[config.mk]
export PLATFORM = sky130hd
export DESIGN_NAME = darkbus_arb
export DESIGN_NICKNAME = d
export VERILOG_FILES = /design/src/rtl/darkbus_arb.sv
export SDC_FILE = /design/constraint.sdc
export NUM_CORES = 1
export LEC_CHECK = 0
export BUFFER_PORTS_ARGS = -buffer_cell sky130_fd_sc_hd__buf_2
export CAP_MARGIN = 15
export CORE_AREA = 2 2 122 124
export DETAILED_ROUTE_END_ITERATION = 8
export DIE_AREA = 0 0 124 126
export GPL_TIMING_DRIVEN = 0
export PLACE_DENSITY = 0.72
export SYNTH_ARGS = -nofsm -noshare
export SYNTH_HDL_FRONTEND = slang
export SYNTH_SLANG_ARGS = --single-unit
export TNS_END_PERCENT = 1
[constraint.sdc]
create_clock -name XCLK -period 3.4 [get_ports XCLK]
set_clock_uncertainty 0.1 [all_clocks]
set_input_delay 0.34 -clock XCLK [delete_from_list [all_inputs] [get_ports XCLK]]
set_output_delay 0.34 -clock XCLK [all_outputs]
set_load 0.02 [all_outputs]
[src/rtl/darkbus_arb.sv]
// rtl/darkbus_arb.sv - two-master round-robin arbiter onto a single device bus
// Optional BUSY timeout with ERR response: define DARKBUS_ARB_TIMEOUT_EN.
module darkbus_arb #(
    parameter int unsigned TIMEOUT_CYC = 15
) (
    input  logic        XCLK,
    input  logic        XRES,
    input  logic        M0_EN,
    input  logic        M0_WE,
    input  logic        M0_RE,
    input  logic [3:0]  M0_BE,
    input  logic [31:0] M0_ADDR,
    input  logic [31:0] M0_WDATA,
    output logic [31:0] M0_RDATA,
    output logic        M0_ACK,
    output logic        M0_ERR,
    input  logic        M1_EN,
    input  logic        M1_WE,
    input  logic        M1_RE,
    input  logic [3:0]  M1_BE,
    input  logic [31:0] M1_ADDR,
    input  logic [31:0] M1_WDATA,
    output logic [31:0] M1_RDATA,
    output logic        M1_ACK,
    output logic        M1_ERR,
    output logic        S_EN,
    output logic        S_WE,
    output logic        S_RE,
    output logic [3:0]  S_BE,
    output logic [31:0] S_ADDR,
    output logic [31:0] S_WDATA,
    input  logic [31:0] S_RDATA,
    input  logic        S_WACK,
    input  logic        S_RACK
);

    typedef enum logic [1:0] {IDLE, BUSY, RESP} state_t;

    state_t      state;
    logic        gnt;
    logic        last;

    logic        req0;
    logic        req1;
    logic        pick1;
    logic        sel_we;
    logic        sel_re;
    logic [3:0]  sel_be;
    logic [31:0] sel_addr;
    logic [31:0] sel_wdata;
    logic        dev_ack;
    logic [31:0] rd_val;

    if (TIMEOUT_CYC < 1 || TIMEOUT_CYC > 255) begin : g_bad_timeout
        $error("darkbus_arb: TIMEOUT_CYC must be in 1..255");
    end

    // A strobe-less EN is not a request; on contention the master not granted last wins.
    assign req0  = M0_EN & (M0_WE | M0_RE);
    assign req1  = M1_EN & (M1_WE | M1_RE);
    assign pick1 = req1 & (~req0 | ~last);

    assign sel_we    = pick1 ? M1_WE    : M0_WE;
    assign sel_re    = pick1 ? M1_RE    : M0_RE;
    assign sel_be    = pick1 ? M1_BE    : M0_BE;
    assign sel_addr  = pick1 ? M1_ADDR  : M0_ADDR;
    assign sel_wdata = pick1 ? M1_WDATA : M0_WDATA;

    assign dev_ack = S_WACK | S_RACK;
    assign rd_val  = S_WE ? 32'h0 : S_RDATA;

`ifdef DARKBUS_ARB_TIMEOUT_EN
    logic [7:0] tcnt;
    logic       tmo;
    assign tmo = (tcnt == 8'(TIMEOUT_CYC - 1));
`endif

    always_ff @(posedge XCLK) begin
        if (XRES) begin
            state    <= IDLE;
            gnt      <= 1'b0;
            last     <= 1'b1;
            M0_RDATA <= 32'h0;
            M0_ACK   <= 1'b0;
            M0_ERR   <= 1'b0;
            M1_RDATA <= 32'h0;
            M1_ACK   <= 1'b0;
            M1_ERR   <= 1'b0;
            S_EN     <= 1'b0;
            S_WE     <= 1'b0;
            S_RE     <= 1'b0;
            S_BE     <= 4'h0;
            S_ADDR   <= 32'h0;
            S_WDATA  <= 32'h0;
`ifdef DARKBUS_ARB_TIMEOUT_EN
            tcnt     <= 8'h0;
`endif
        end else begin
            case (state)
                IDLE: begin
                    if (req0 | req1) begin
                        gnt     <= pick1;
                        S_EN    <= 1'b1;
                        S_WE    <= sel_we;
                        S_RE    <= sel_re & ~sel_we;
                        S_BE    <= sel_be;
                        S_ADDR  <= sel_addr;
                        S_WDATA <= sel_wdata;
`ifdef DARKBUS_ARB_TIMEOUT_EN
                        tcnt    <= 8'h0;
`endif
                        state   <= BUSY;
                    end
                end
                BUSY: begin
                    // Master EN is deliberately ignored here: a granted transfer always completes.
                    if (dev_ack) begin
                        S_EN     <= 1'b0;
                        S_WE     <= 1'b0;
                        S_RE     <= 1'b0;
                        M0_ACK   <= ~gnt;
                        M1_ACK   <= gnt;
                        M0_RDATA <= gnt ? 32'h0 : rd_val;
                        M1_RDATA <= gnt ? rd_val : 32'h0;
                        last     <= gnt;
                        state    <= RESP;
                    end
`ifdef DARKBUS_ARB_TIMEOUT_EN
                    else if (tmo) begin
                        S_EN    <= 1'b0;
                        S_WE    <= 1'b0;
                        S_RE    <= 1'b0;
                        S_BE    <= 4'h0;
                        S_ADDR  <= 32'h0;
                        S_WDATA <= 32'h0;
                        M0_ERR  <= ~gnt;
                        M1_ERR  <= gnt;
                        last    <= gnt;
                        state   <= RESP;
                    end else begin
                        tcnt <= tcnt + 8'h1;
                    end
`endif
                end
                RESP: begin
                    M0_ACK   <= 1'b0;
                    M1_ACK   <= 1'b0;
                    M0_ERR   <= 1'b0;
                    M1_ERR   <= 1'b0;
                    M0_RDATA <= 32'h0;
                    M1_RDATA <= 32'h0;
                    state    <= IDLE;
                end
                default: state <= IDLE;
            endcase
        end
    end

endmodule

# Yosys cells after proc, flatten, opt, wreduce, memory -nomap -nowiden
# Index checks and enable logic that the tools add are counted.
# word_totals
ff_bits	141
out_inout_bits	139
wordCells	64
# op_classes
eq_ne	4
muxes	26
bitwise_logic	13
reduce_logical	8
# op_table
cell	n
32-bit 2-to-1 mux	7
32-bit case mux with 2 select lines	2
1-bit case mux with 2 select lines	5
1-bit 2-to-1 mux	8
2-bit AND reduction	4
1-bit OR	5
1-bit AND	4
2-bit 2-to-1 mux	2
4-bit 2-to-1 mux	1
2-bit != test, second input constant	2
1-bit inverter	4
2-bit case mux with 2 select lines	1
2-bit nonzero test	2
3-bit AND reduction	1
2-bit by 1-bit equality test with 1-bit output, second input constant	1
2-bit equality test, second input constant	1
2-bit zero test	1

# Longest topological paths before layout
# Gate-level depths: netlist (run 1).
# depth
word_depth	10
depth_mapped	7
mapped_depth_nobuf	4

# Worst setup path after synthesis (run 1)
# Ideal clock, no wire load.
# synth_timing
kind	input-to-reg
from	input M0_RE
to	register S_ADDR[24]
arrival_ps	1262
t_required_ps	3175
setup_slack_ps	1913
stages	7
path_buffers	3
path_cell_list	o21a_1 -> a21o_1 -> buf_4 -> buf_4 -> buf_4 -> nand2_1 -> a31oi_1
# synth_via
elab_chain_cells	6
# synth_lines
element	line	rtl
start, declared	10	input logic M0_RE,
1-bit OR *	59	assign req0 = M0_EN & (M0_WE | M0_RE);
1-bit AND *	59	
1-bit inverter	61	assign pick1 = req1 & (~req0 | ~last);
1-bit OR	61	
1-bit AND	61	
32-bit 2-to-1 mux	66	assign sel_addr = pick1 ? M1_ADDR : M0_ADDR;
end signal, assigned	107	S_ADDR <= sel_addr;
end, declared	30	output logic [31:0] S_ADDR,
# Every way passes the cells marked *; elsewhere a longest branch is shown, timed or not.
# A chain may end at the register's enable or synchronous reset.

# Final worst setup path (run 1)
# layout_timing
from	register state[1]
to	register S_WE
# layout_via
elab_chain_cells	3
# layout_lines
element	line	rtl
start, declared	39	state_t state;
start signal, assigned	80	state <= IDLE;
start signal, assigned	112	state <= BUSY;
start signal, assigned	126	state <= RESP;
2-bit by 1-bit equality test with 1-bit output / 2-bit zero test (equally long branches)	99	case (state)
2-bit != test (no line) / 2-bit nonzero test (equally long branches)	-	
3-bit AND reduction (no line)	-	
end signal, assigned	104	S_WE <= sel_we;
end, declared	27	output logic S_WE,
# Parallel ways exist; a longest one is shown, timed or not.

==> metrics.md, run 1 <==
| Metric | Value |
|---|---|
| Final net count | 1,183 |
| Synth warn | 0 |
| HP Class | in2reg |
| Pins Over Slew Limit | 0 |
| Chip width | 124 µm |
| Crit path kind | reg2reg |
| Leakage | 3.85 nW |
| Worst-margin pin slew | 0.544 ns |
| Worst EP required | 3.58 ns |
| Final worst path period need | 1.74 ns |
| # port buffers | 313 |
| Synth unique cells | 33 |
| Initial DRC Count | 295 |
| Final TNS setup | 0 ns |
| Final WS setup | 1.66 ns |
| Critical path fanouts, max | 10 |
| Worst slew margin relative to its limit | 63.6% |
| Async S/R FF share, synth | 0% |
| Area growth syn-to-layout | 42.3% |
| Resized cells post-CTS | 0 |
| Fin crit share | 51.2% |
| Met3 Routed Length | 1740 µm |
| Reg2reg setup slack | 1.66 ns |
| Final Setup Violations | 0 |
| Pwr dens | 573 nW/µm² |
| Max Fclk | 575 MHz |
| Post-Place Worst Slack | 1.39 ns |
| Hold Startpoint | M1_WDATA[30] |
| Power Internal | 3.21 mW |
| Final Hold Viols | 0 |
| Sequential area share after synthesis | 50.4% |
| Clock latency at the later pin of the worst-skew pair | 0.41 ns |
| CTS tree | built |
| RR Endpoint | S_WE |
| Metal2 WL | 9550 µm |
| Worst Hold End | S_WDATA[30] |
| Most used DFF post-synth | dfxtp_1 |
| Max Used Layer | met4 |
| Flop pwr share | 40.6% |
| Longest Clk Path Bufs | 2 |
| RSZ-0062 raised after global routing | no |
| Synth Register Bits | 141 |
| M1 WL | 7860 µm |
| Worst-path clk slew | 0.06 ns |
| Die ar. | 15,600 µm² |
| Hold Slack | 0.0729 ns |
| Hold Crit Depth | 3 |
| Routability cong. | 0.857 |
| H-tree depth | 4 |
| Die Ht | 126 µm |
| Clock share of power | 39.2% |
| Syn Area/Cell | 8.34 µm² |
| DP HPWL | 15,100 µm |
| Worst vdd ir | 0.320 mV |
| DR vias/cell | 5.08 |
| Cells after Synth | 672 |
| Initial Util | 39.1% |
| Core Region | 14,300 µm² |
| Root Buffer | clkbuf_16 |
| Worst R2R Start | state[1] |
| Total track usage | 24.7% |
| CP Capture Type | flip-flop |
| Gate power share | 20.1% |
| Routed Wire Length | 19,600 µm |
| Row count | 44 |
| Startpoint types | flip-flop |
| Share of cells above drive strength 1 | 37.7% |
| Largest net degree at the start of global routing | 17 |
| TritonCTS buffer count | 17 |
| Global-route wire length before repair | 29,600 µm |
| Switching Share | 29.8% |
| Drt pass-1 iters | 5 |
| Number of hold buffers added after CTS | 0 |
| Clock tree sinks | 141 |
| Status | completed |
| Netlist Area Pre-Place | 5600 µm² |
| Drt wl/cell | 16.3 µm |
| # DRC | 0 |
| Post-CTS setup buffer count | 0 |
| IO Pins | 317 |
| Vias in the first global route | 5,650 |
| Initial antenna violation count | 1 |
| DR vias | 6,113 |
| Number of synthesized flops with an enable pin | 0 |
| Net Sw Power | 1.36 mW |
| Total of max-cap violations | 0 |
| Arrival time of the worst setup path | 1.92 ns |
| Grt ovf | 0 |
| R2R cell count | 4 |
| Post-route ant nets | 0 |
how the worst max path moves through the flow:
stage                     depth (start not counted)     start          end
after CTS                                         4  state[1]         S_WE
after global placement                            6     M0_WE         S_WE
after global routing                              4  state[1]  S_WDATA[23]
after floorplan                                   7     M0_RE   S_ADDR[24]
after detailed placement                          6     M0_WE         S_WE
final                                             4  state[1]         S_WE
cells in the final DEF, fill, tap and decap left out, drive strengths merged:
| cell | count |
|---|---|
| nor2 | 71 |
| diode | 2 |
| a21oi | 8 |
| bufinv | 2 |
| a211oi | 1 |
| or2 | 1 |
| a41o | 1 |
| conb | 2 |
| mux2i | 1 |
| a22oi | 64 |
| a31oi | 68 |
| o21ai | 70 |
| a21o | 1 |
| buf | 345 |
| clkbuf | 51 |
| clkinv | 6 |
| nor2b | 32 |
| nor4b | 1 |
| dfxtp | 141 |
| nor3b | 1 |
| inv | 1 |
| a311oi | 1 |
| o21a | 2 |
| nand2b | 2 |
| nand2 | 139 |
| nor3 | 2 |
| clkinvlp | 3 |
through the flow:
| stage | cell area (µm²) | cells | power (mW) | util (%) |
|---|---|---|---|---|
| 3_5_place_dp | 7400 | 1170 | 2.81 | 51.7 |
| 5_1_grt | 7970 | 1202 | 4.77 | 55.7 |
| 2_1_floorplan | 5610 | 673 | 2.43 | - |
| 3_3_place_gp | 7400 | 1170 | 2.80 | 51.7 |
| 4_1_cts | 7970 | 1201 | 4.60 | 55.7 |
| 6_report | 7970 | 1203 | 4.57 | 55.7 |
routing by layer:
metal / up-vias / track usage (%)
li1: 3021 / -
met1: 2797 / 28.6
met2: 265 / 41.7
met3: 30 / 8.24
met4: 0 / 10.0
met5: - / 0
cells in the mapped netlist (2+ instances only):
cell	instances	area, µm²
buf_4	5	37.5
a31oi_1	68	425
a21oi_1	7	35.0
nand2_1	139	522
o21ai_2	2	17.5
nor2_1	70	263
buf_2	18	90.1
a22oi_1	64	480
o21a_1	2	15.0
buf_1	2	7.51
dfxtp_1	141	2820
buf_6	7	78.8
nor2b_1	32	200
o21ai_0	60	300
clkbuf_1	30	113
o21ai_1	8	40.0
power groups by stage:
stage / clock network, mW / logic [mW] / registers (mW)
2_1_floorplan: 0 / 0.391 / 2.04
3_3_place_gp: 0 / 0.919 / 1.88
3_5_place_dp: 0 / 0.921 / 1.89
4_1_cts: 1.82 / 0.925 / 1.85
5_1_grt: 1.90 / 1.00 / 1.87
6_report: 1.79 / 0.920 / 1.86
area by class of cell:
cell class / count / area, µm²
Inverter: 1 / 3.75
Timing Repair Buffer: 313 / 1570
Fill cell: 1417 / 6340
Clock inverter: 11 / 120
Buffer: 63 / 332
Sequential cell: 141 / 2820
Tap cell: 184 / 230
Clock buffer: 20 / 447
Multi-Input combinational cell: 468 / 2450
Antenna cell: 2 / 5.00
worst max-delay path: stages, from the launching register on:
cell and delay [ns]:
dfxtp_1 0.35, a211oi_4 0.51, buf_6 0.24, buf_2 0.26, a311oi_2 0.14
kinds of logic (layout without fill, tap and decap cells):
kind of cell | Yosys count | in the layout | synth area share [%]
AOI/OAI and AO/OA | 216 | 216 | 24.5
DFF | 141 | 141 | 50.4
and+or+nand+nor | 249 | 249 | 18.8
other | 1 | 4 | 0.0669
muxes | 1 | 1 | 0.179
buffers and inverters | 64 | 408 | 5.99
sequential cells by signal (all words and copies together) (netlist names):
name and count:
M0_ACK 1, M0_RDATA 32, M1_ACK 1, M1_RDATA 32, S_ADDR 32, S_BE 4, S_EN 1, S_RE 1
S_WDATA 32, S_WE 1, gnt 1, last 1, state 2
No activity file was read; power rests on OpenSTA's default activity.
==> run 2: changes to the inputs <==
- ABC_AREA: default -> 1
- CORE_AREA: 2 2 122 124 -> default
- CORE_ASPECT_RATIO: default -> 1.4
- CORE_MARGIN: default -> 1
- CORE_UTILIZATION: default -> 41
- DIE_AREA: 0 0 124 126 -> default
- PLACE_DENSITY: 0.72 -> 0.76
- clock period: 3.4 -> 1.4 ns (I/O delays scaled with it)
==> run 2 against run 1 <==
  * The flow now finishes with violations (setup timing)
  * Synthesized cell count increased by 46%
  * Final area increased by 39%
  * Total power increased to 2.8 times the previous value
  * Count of clock-buffer cells in the layout decreased by 2
  * Non-clock buffer count increased by 188
  * Final cell count increased by 42%
  * Routed wire length increased by 46%
  * First-iteration DRC count increased by 96%
==> metrics.md, run 2 <==
| Metric | Value |
|---|---|
| Status | complete, but fails checks |
| Violations in the final reports | setup timing |
| Longest Clk Path Bufs | 2 (unchanged) |
| Initial Util | 41.8% (+2.7 points) |
| Pwr dens | 1160 nW/µm² (+100%) |
| Most used DFF post-synth | dfxtp_1 |
| Vias in the first global route | 8,905 (+58%) |
| Yosys top cell area share | 45.0% (-5.4 points) |
| Area growth syn-to-layout | 76.9% |
| Synth warn | 0 (unchanged) |
| Arrival time of the worst setup path | 1.78 ns (-0.14 ns) |
| Async S/R FF share, synth | 0% (unchanged) |
| Crit-path cells | inv_2, nor2_4, o21ai_4, buf_12, nor2_4, buf_12, buf_6, nand2_1, a21oi_2 |
| Fin crit share | 110% (+59 points) |
| Row count | 53 (+20%) |
| Worst R2R Start | state[0] |
| TritonCTS buffer count | 17 (unchanged) |
| Share of cells above drive strength 1 | 31.0% (-6.7 points) |
| Synth Register Bits | 141 (unchanged) |
| Routed Wire Length | 28,700 µm (+46%) |
| Startpoint types | flip-flop |
| # port buffers | 313 (unchanged) |
| Critical path fanouts, max | 5 (-5) |
| Leakage | 5.90 nW (+53%) |
| Final Setup Violations | 74 (+74) |
| Drt pass-1 iters | 6 (+1) |
| Number of synthesized flops with an enable pin | 0 (unchanged) |
| RR Endpoint | M1_RDATA[1] |
| Syn Area/Cell | 6.37 µm² (-24%) |
| Largest area contributor in the netlist | dfxtp_1 |
| Top cells by count, synth | 344 x nand2_1, 171 x nor2_1, 141 x dfxtp_1, 107 x inv_1 |
| Total track usage | 35.0% (+10 points) |
| Reg2reg setup slack | -0.14 ns (-1.80 ns) |
| Critical path destination | M1_RDATA[1] |
| Synth unique cells | 18 (-45%) |
| Initial antenna violation count | 0 (-1) |
| Root Buffer | clkbuf_16 |
| IO Pins | 317 (unchanged) |
| Grt ovf | 0 (unchanged) |
| Core Region | 15,000 µm² (+4.7%) |
| Final WS setup | -0.137 ns (-1.80 ns) |
| Clock latency at the later pin of the worst-skew pair | 0.40 ns (about the same) |
| Sequential area share after synthesis | 45.0% (-5.4 points) |
| Final worst path period need | 1.54 ns (-0.203 ns) |
| Final TNS setup | -5.29 ns (-5.29 ns) |
| Routability cong. | 0.866 (+1.1%) |
| Die ar. | 15,800 µm² (+1.1%) |
| Die Ht | 148 µm (+18%) |
| Final Hold Viols | 0 (unchanged) |
| Number of diodes | 0 (-2) |
| Max Fclk | 650 MHz (+13%) |
| Pins Over Slew Limit | 0 (unchanged) |
| Critical Path Max Stage Delay | 0.34 ns (-0.17 ns) |
| DR vias | 8,778 (+44%) |
| Global-route wire length before repair | 42,900 µm (+45%) |
| Crit path kind | reg2reg |
| Slowest stage cell, crit path | dfxtp_2 |
| Post-route ant nets | 0 (unchanged) |
| Initial DRC Count | 579 (+96%) |
| Netlist Area Pre-Place | 6270 µm² (+12%) |
| RSZ-0062 raised after global routing | yes |
| H-tree depth | 4 (unchanged) |
| DP HPWL | 15,700 µm (+4.1%) |
| Hold Slack | 0.0259 ns (-0.0471 ns) |
| Drt wl/cell | 16.8 µm (+3.0%) |
| Clock tree sinks | 141 (unchanged) |
| Commonest non-fill, non-tap cell in the layout | nand2_1 |
| Most common cell in the netlist | nand2_1 |
| Final net count | 1,682 (+42%) |
| HP Class | in2reg |
| Total of max-cap violations | 0 (unchanged) |
| Worst Setup SP | state[0] |
| Worst vdd ir | 0.689 mV (+120%) |
| Worst slew margin relative to its limit | 52.2% (-11 points) |
| Area contributors post-synth | dfxtp_1 45%, nand2_1 21%, nor2_1 10% |
| Chip width | 107 µm (-14%) |
| Worst-margin pin slew | 0.716 ns (+0.172 ns) |
| Worst-path clk slew | 0.06 ns (about the same) |
| Largest net degree at the start of global routing | 20 (+3) |
| Cells after Synth | 984 (+46%) |
| R2R cell count | 9 (+5) |
| CP Capture Type | flip-flop |
| Commonest cells after routing, fill and taps aside | 333 x nand2_1, 315 x buf_2, 170 x nor2_1, 168 x dlygate4sd3_1, 138 x dfxtp_1 |
| CTS tree | built |
| Total power | 12.9 mW (+180%) |
| # DRC | 0 (unchanged) |
| DR vias/cell | 5.14 (+1.1%) |
| Worst EP required | 1.64 ns (-1.94 ns) |
## run 2: cell count changes in the layout (fill, tap and decap cells not counted), sizes merged, moves of 4 or more
cell / delta
nand3: +72
buf: +25
nor2b: -32
a31oi: -68
a22oi: -64
clkinv: -4
clkbuf: -8
nor2: +103
a21oi: +65
dlygate4sd3: +168
o21ai: -67
nand2: +205
inv: +115
## run 2: kinds of logic (layout without fill, tap and decap cells)
logic type,count (synthesis),after routing,synth area share (%)
other,1,2,0.0598
buffers and inverters,174,705,11.5
AND/OR/NAND/NOR,591,591,37.0
flip-flops,141,141,45.0
AO/OA/AOI/OAI,77,77,6.43
## run 2: final cells by class
class | count | area, µm²
plain buffers | 61 | 547
flip-flops and latches | 141 | 2830
well taps | 192 | 240
clock inverters | 13 | 180
repair buffers | 503 | 3480
inverters | 110 | 418
fillers | 1000 | 3900
multi-input cells | 670 | 2950
clock buffers | 18 | 439
## run 2: critical path, delay by kind of cell, from the launching register on
| family | cells | cell delay, ns |
|---|---|---|
| flops | 1 | 0.34 |
| simple gates | 3 | 0.33 |
| buf+inv | 4 | 0.45 |
| compound gates | 2 | 0.24 |
## run 2: worst min path at each step
stage / start / endpoint / depth (start not counted)
global route: M1_WDATA[2] / S_WDATA[2] / 5
finish: M0_WE / S_RE / 4
detailed placement: M1_WDATA[19] / S_WDATA[19] / 5
CTS: M0_WE / S_RE / 4
global placement: M1_ADDR[1] / S_ADDR[1] / 5
floorplan: S_WACK / state[0] / 3
## run 2: metal layers
layer	up-vias	GRT usage [%]	routed length, µm
li1	3998	-	-
met1	3900	34.7	9880
met2	671	59.4	14000
met3	209	10.5	2680
met4	0	29.9	2170
met5	-	0	0
## run 2: report_power, final
part / internal (mW) / total [mW] / switching, mW
clock network: 2.90 / 4.81 / 1.91
logic: 1.47 / 3.55 / 2.08
registers: 4.35 / 4.54 / 0.197
total: 8.72 / 12.9 / 4.19
## run 2: what timing repair did
item	4_1_cts	5_1_grt
hold buffers	169	0
hold endpoints to repair	132	0
endpoints found under the setup margin	136	138
resized for setup	93	70
buffers inserted	15	1
cloned	5	0
pin swaps	36	30
## run 2: metrics by stage
stage          utilization [%]  cells  instance area (µm²)  setup slack [ns]
2_1_floorplan                -    985                 6270            0.0456
3_3_place_gp              53.9   1490                 8080            -0.440
3_5_place_dp              53.9   1490                 8080            -0.431
4_1_cts                   72.3   1708                10800           -0.0554
5_1_grt                   74.0   1708                11100            -0.227
6_report                  74.0   1708                11100            -0.137
==> run 3: changes to the inputs <==
- PLACE_DENSITY: 0.76 -> 0.87
==> run 3 against run 2 <==
  * The flow still finishes with violations (setup timing)
  * Global-route usage up 5.2 points
  * Total power down 0.98%
  * Final area up 0.94%
  * Routed wire length up 17%
  * Clock power down 8.9%
  * Critical path depth down 4
  * Critical path type unchanged
  * Critical endpoint is now M1_RDATA[3]
==> metrics.md, run 3 (same netlist as run 2, synthesis figures left out) <==
| Metric | Value |
|---|---|
| Vias in the first global route | 9,395 (+5.5%) |
| Total track usage | 40.2% (+5.2 points) |
| Die ar. | 15,800 µm² (unchanged) |
| Commonest non-fill, non-tap cell in the layout | nand2_1 |
| Root Buffer | clkbuf_16 |
| # DRC | 0 (unchanged) |
| Final-layout fill cell count | 925 (-7.5%) |
| Grt ovf | 0 (unchanged) |
| Drt wl/cell | 19.5 µm (+16%) |
| Final Setup Violations | 130 (+76%) |
| Largest net degree at the start of global routing | 17 (-15%) |
| Final WS setup | -0.381 ns (-0.244 ns) |
| Startpoint types | flip-flop |
| Worst-margin pin slew | 0.623 ns (-0.0936 ns) |
| Worst Setup SP | S_WE |
| Flop pwr share | 35.8% (+0.6 points) |
| Critical Path Max Stage Delay | 0.40 ns (+0.06 ns) |
| Area of the multi-input gates | 3000 µm² (+1.8%) |
| DR vias | 9,473 (+7.9%) |
| Routed Wire Length | 33,500 µm (+17%) |
| IO Pins | 317 (unchanged) |
| RR Endpoint | M1_RDATA[3] |
| Gate power share | 29.9% (+2.4 points) |
| Clock share of power | 34.3% (-3.0 points) |
| CTS tree | built |
| Initial Util | 41.8% (unchanged) |
| Core Region | 15,000 µm² (unchanged) |
| CP Buf/Inv Count | 2 (-2) |
| Fin crit share | 127% (+17 points) |
| CP Capture Type | flip-flop |
| Area growth syn-to-layout | 78.5% |
| H-tree depth | 4 (unchanged) |
| Power Internal | 8.22 mW (-5.7%) |
| Commonest cells after routing, fill and taps aside | 318 x nand2_1, 317 x buf_2, 170 x nor2_1, 170 x dlygate4sd3_1, 137 x dfxtp_1 |
| Final Hold Viols | 0 (unchanged) |
| Share of cells above drive strength 1 | 32.6% (+1.6 points) |
| Worst R2R Start | S_WE |
| Worst slew margin relative to its limit | 58.5% (+6.2 points) |
| RSZ-0062 raised after global routing | yes |
| HP Class | in2reg |
| Arrival time of the worst setup path | 2.01 ns (+0.23 ns) |
| Total power | 12.8 mW (-0.98%) |
| Longest Clk Path Bufs | 2 (unchanged) |
| Pwr dens | 1140 nW/µm² (-1.9%) |
| Global-route wire length before repair | 48,500 µm (+13%) |
| Initial antenna violation count | 1 (+1) |
| Final worst path period need | 1.78 ns (+0.244 ns) |
| Cell total after placement | 1,490 (unchanged) |
| Row count | 53 (unchanged) |
| Switching Share | 35.7% (+3.2 points) |
| Critical path fanouts, max | 10 (+5) |
| R2R cell count | 5 (-4) |
| Drt pass-1 iters | 7 (+1) |
| Status | complete, but fails checks |
| Sequential Area | 2830 µm² (about the same) |
| Worst vdd ir | 0.786 mV (+14%) |
| Clock tree sinks | 141 (unchanged) |
| Reg2reg setup slack | -0.38 ns (-0.24 ns) |
| Chip width | 107 µm (unchanged) |
| Critical path destination | M1_RDATA[3] |
| Worst-path clk slew | 0.07 ns (about the same) |
| Leakage | 5.94 nW (+0.71%) |
| Hold Slack | 0.0252 ns (-0.000689 ns) |
| Pins Over Slew Limit | 0 (unchanged) |
| DR vias/cell | 5.51 (+7.2%) |
| TritonCTS buffer count | 17 (unchanged) |
| Net Sw Power | 4.56 mW (+8.8%) |
| Slowest stage cell, crit path | nor2_1 |
| Post-Place Worst Slack | -0.584 ns (-0.153 ns) |
| DP HPWL | 16,400 µm (+4.4%) |
| Max Fclk | 562 MHz (-14%) |
| Die Ht | 148 µm (unchanged) |
| Total of max-cap violations | 0 (unchanged) |
| Initial DRC Count | 1,065 (+84%) |
| Finished layout cell area | 11,200 µm² (+0.94%) |
| Crit-path cells | clkbuf_1, clkbuf_2, nor2_1, nand2_1, a21oi_1 |
| Post-Place Cell Area | 8080 µm² (unchanged) |
| # port buffers | 313 (unchanged) |
| Violations in the final reports | setup timing |
| Worst EP required | 1.63 ns (about the same) |
| Routability cong. | 0.832 (-3.8%) |
| Crit path kind | reg2reg |
| WP depth | 5 (-4) |
| Clock latency at the later pin of the worst-skew pair | 0.42 ns (+0.02 ns) |
| Top delay family on crit path | simple AND/OR/NAND/NOR gates |
| Final net count | 1,691 (+0.54%) |
| Post-route ant nets | 0 (unchanged) |
| Final Non-Filler Cells | 1,719 (+0.64%) |
-- run 3: layout make-up --
type,count,area share [%]
buffer,63,4.94
antenna,1,0.0224
multi-input combinational,670,26.8
tap,192,2.15
sequential,141,25.3
clock buffer,17,3.80
inverter,110,3.73
clock inverter,15,1.15
timing repair buffer,510,32.1
-- run 3: power groups by stage --
stage                     logic (mW)  clock network [mW]  registers, mW
after detailed placement        2.59                   0           4.60
after floorplan                 1.21                   0           4.98
after global routing            4.01                4.56           4.59
after CTS                       3.30                4.35           4.52
after global placement          2.55                   0           4.58
final                           3.82                4.38           4.57
-- run 3: how the worst min path moves through the flow --
stage | startpoint | endpoint | slack, ns | cells after the start
3_3_place_gp | M1_ADDR[6] | S_ADDR[6] | 0.32 | 5
2_1_floorplan | S_WACK | state[0] | 0.21 | 3
4_1_cts | M0_WE | S_RE | 0.01 | 4
5_1_grt | M0_WE | S_RE | 0.03 | 4
3_5_place_dp | M1_ADDR[17] | S_ADDR[17] | 0.33 | 5
6_report | M0_WE | S_RE | 0.03 | 4
-- run 3: worst reg2reg max path: stages, from the launching register on --
cell      delay [ns]
dfxtp_1         0.33
clkbuf_1        0.24
clkbuf_2        0.27
nor2_1          0.40
nand2_1         0.16
a21oi_1         0.19
-- run 3: per-layer routing --
layer,vias up,track usage (%),routed length (µm),share of wire (%)
met5,-,0.325,13,0.039
met4,2,33.2,3030,9.0
met3,308,14.9,4340,13
met2,946,64.9,15300,46
met1,4188,41.3,10800,32
li1,4029,-,-,-
-- run 3: metrics by stage --
stage | utilization (%) | setup TNS (ns)
6_report | 74.7 | -14.98
5_1_grt | 74.7 | -21.46
4_1_cts | 72.9 | -7.07
3_5_place_dp | 53.9 | -54.14
3_3_place_gp | 53.9 | -55.20
2_1_floorplan | - | 0
-- run 3: timing repair --
item,in CTS,in global routing
gates cloned,7,2
gates resized for setup,120,80
pin swaps,52,19
setup buffers,18,0
endpoints found under the hold margin,131,0
setup endpoints to repair,138,142
hold buffers,170,0
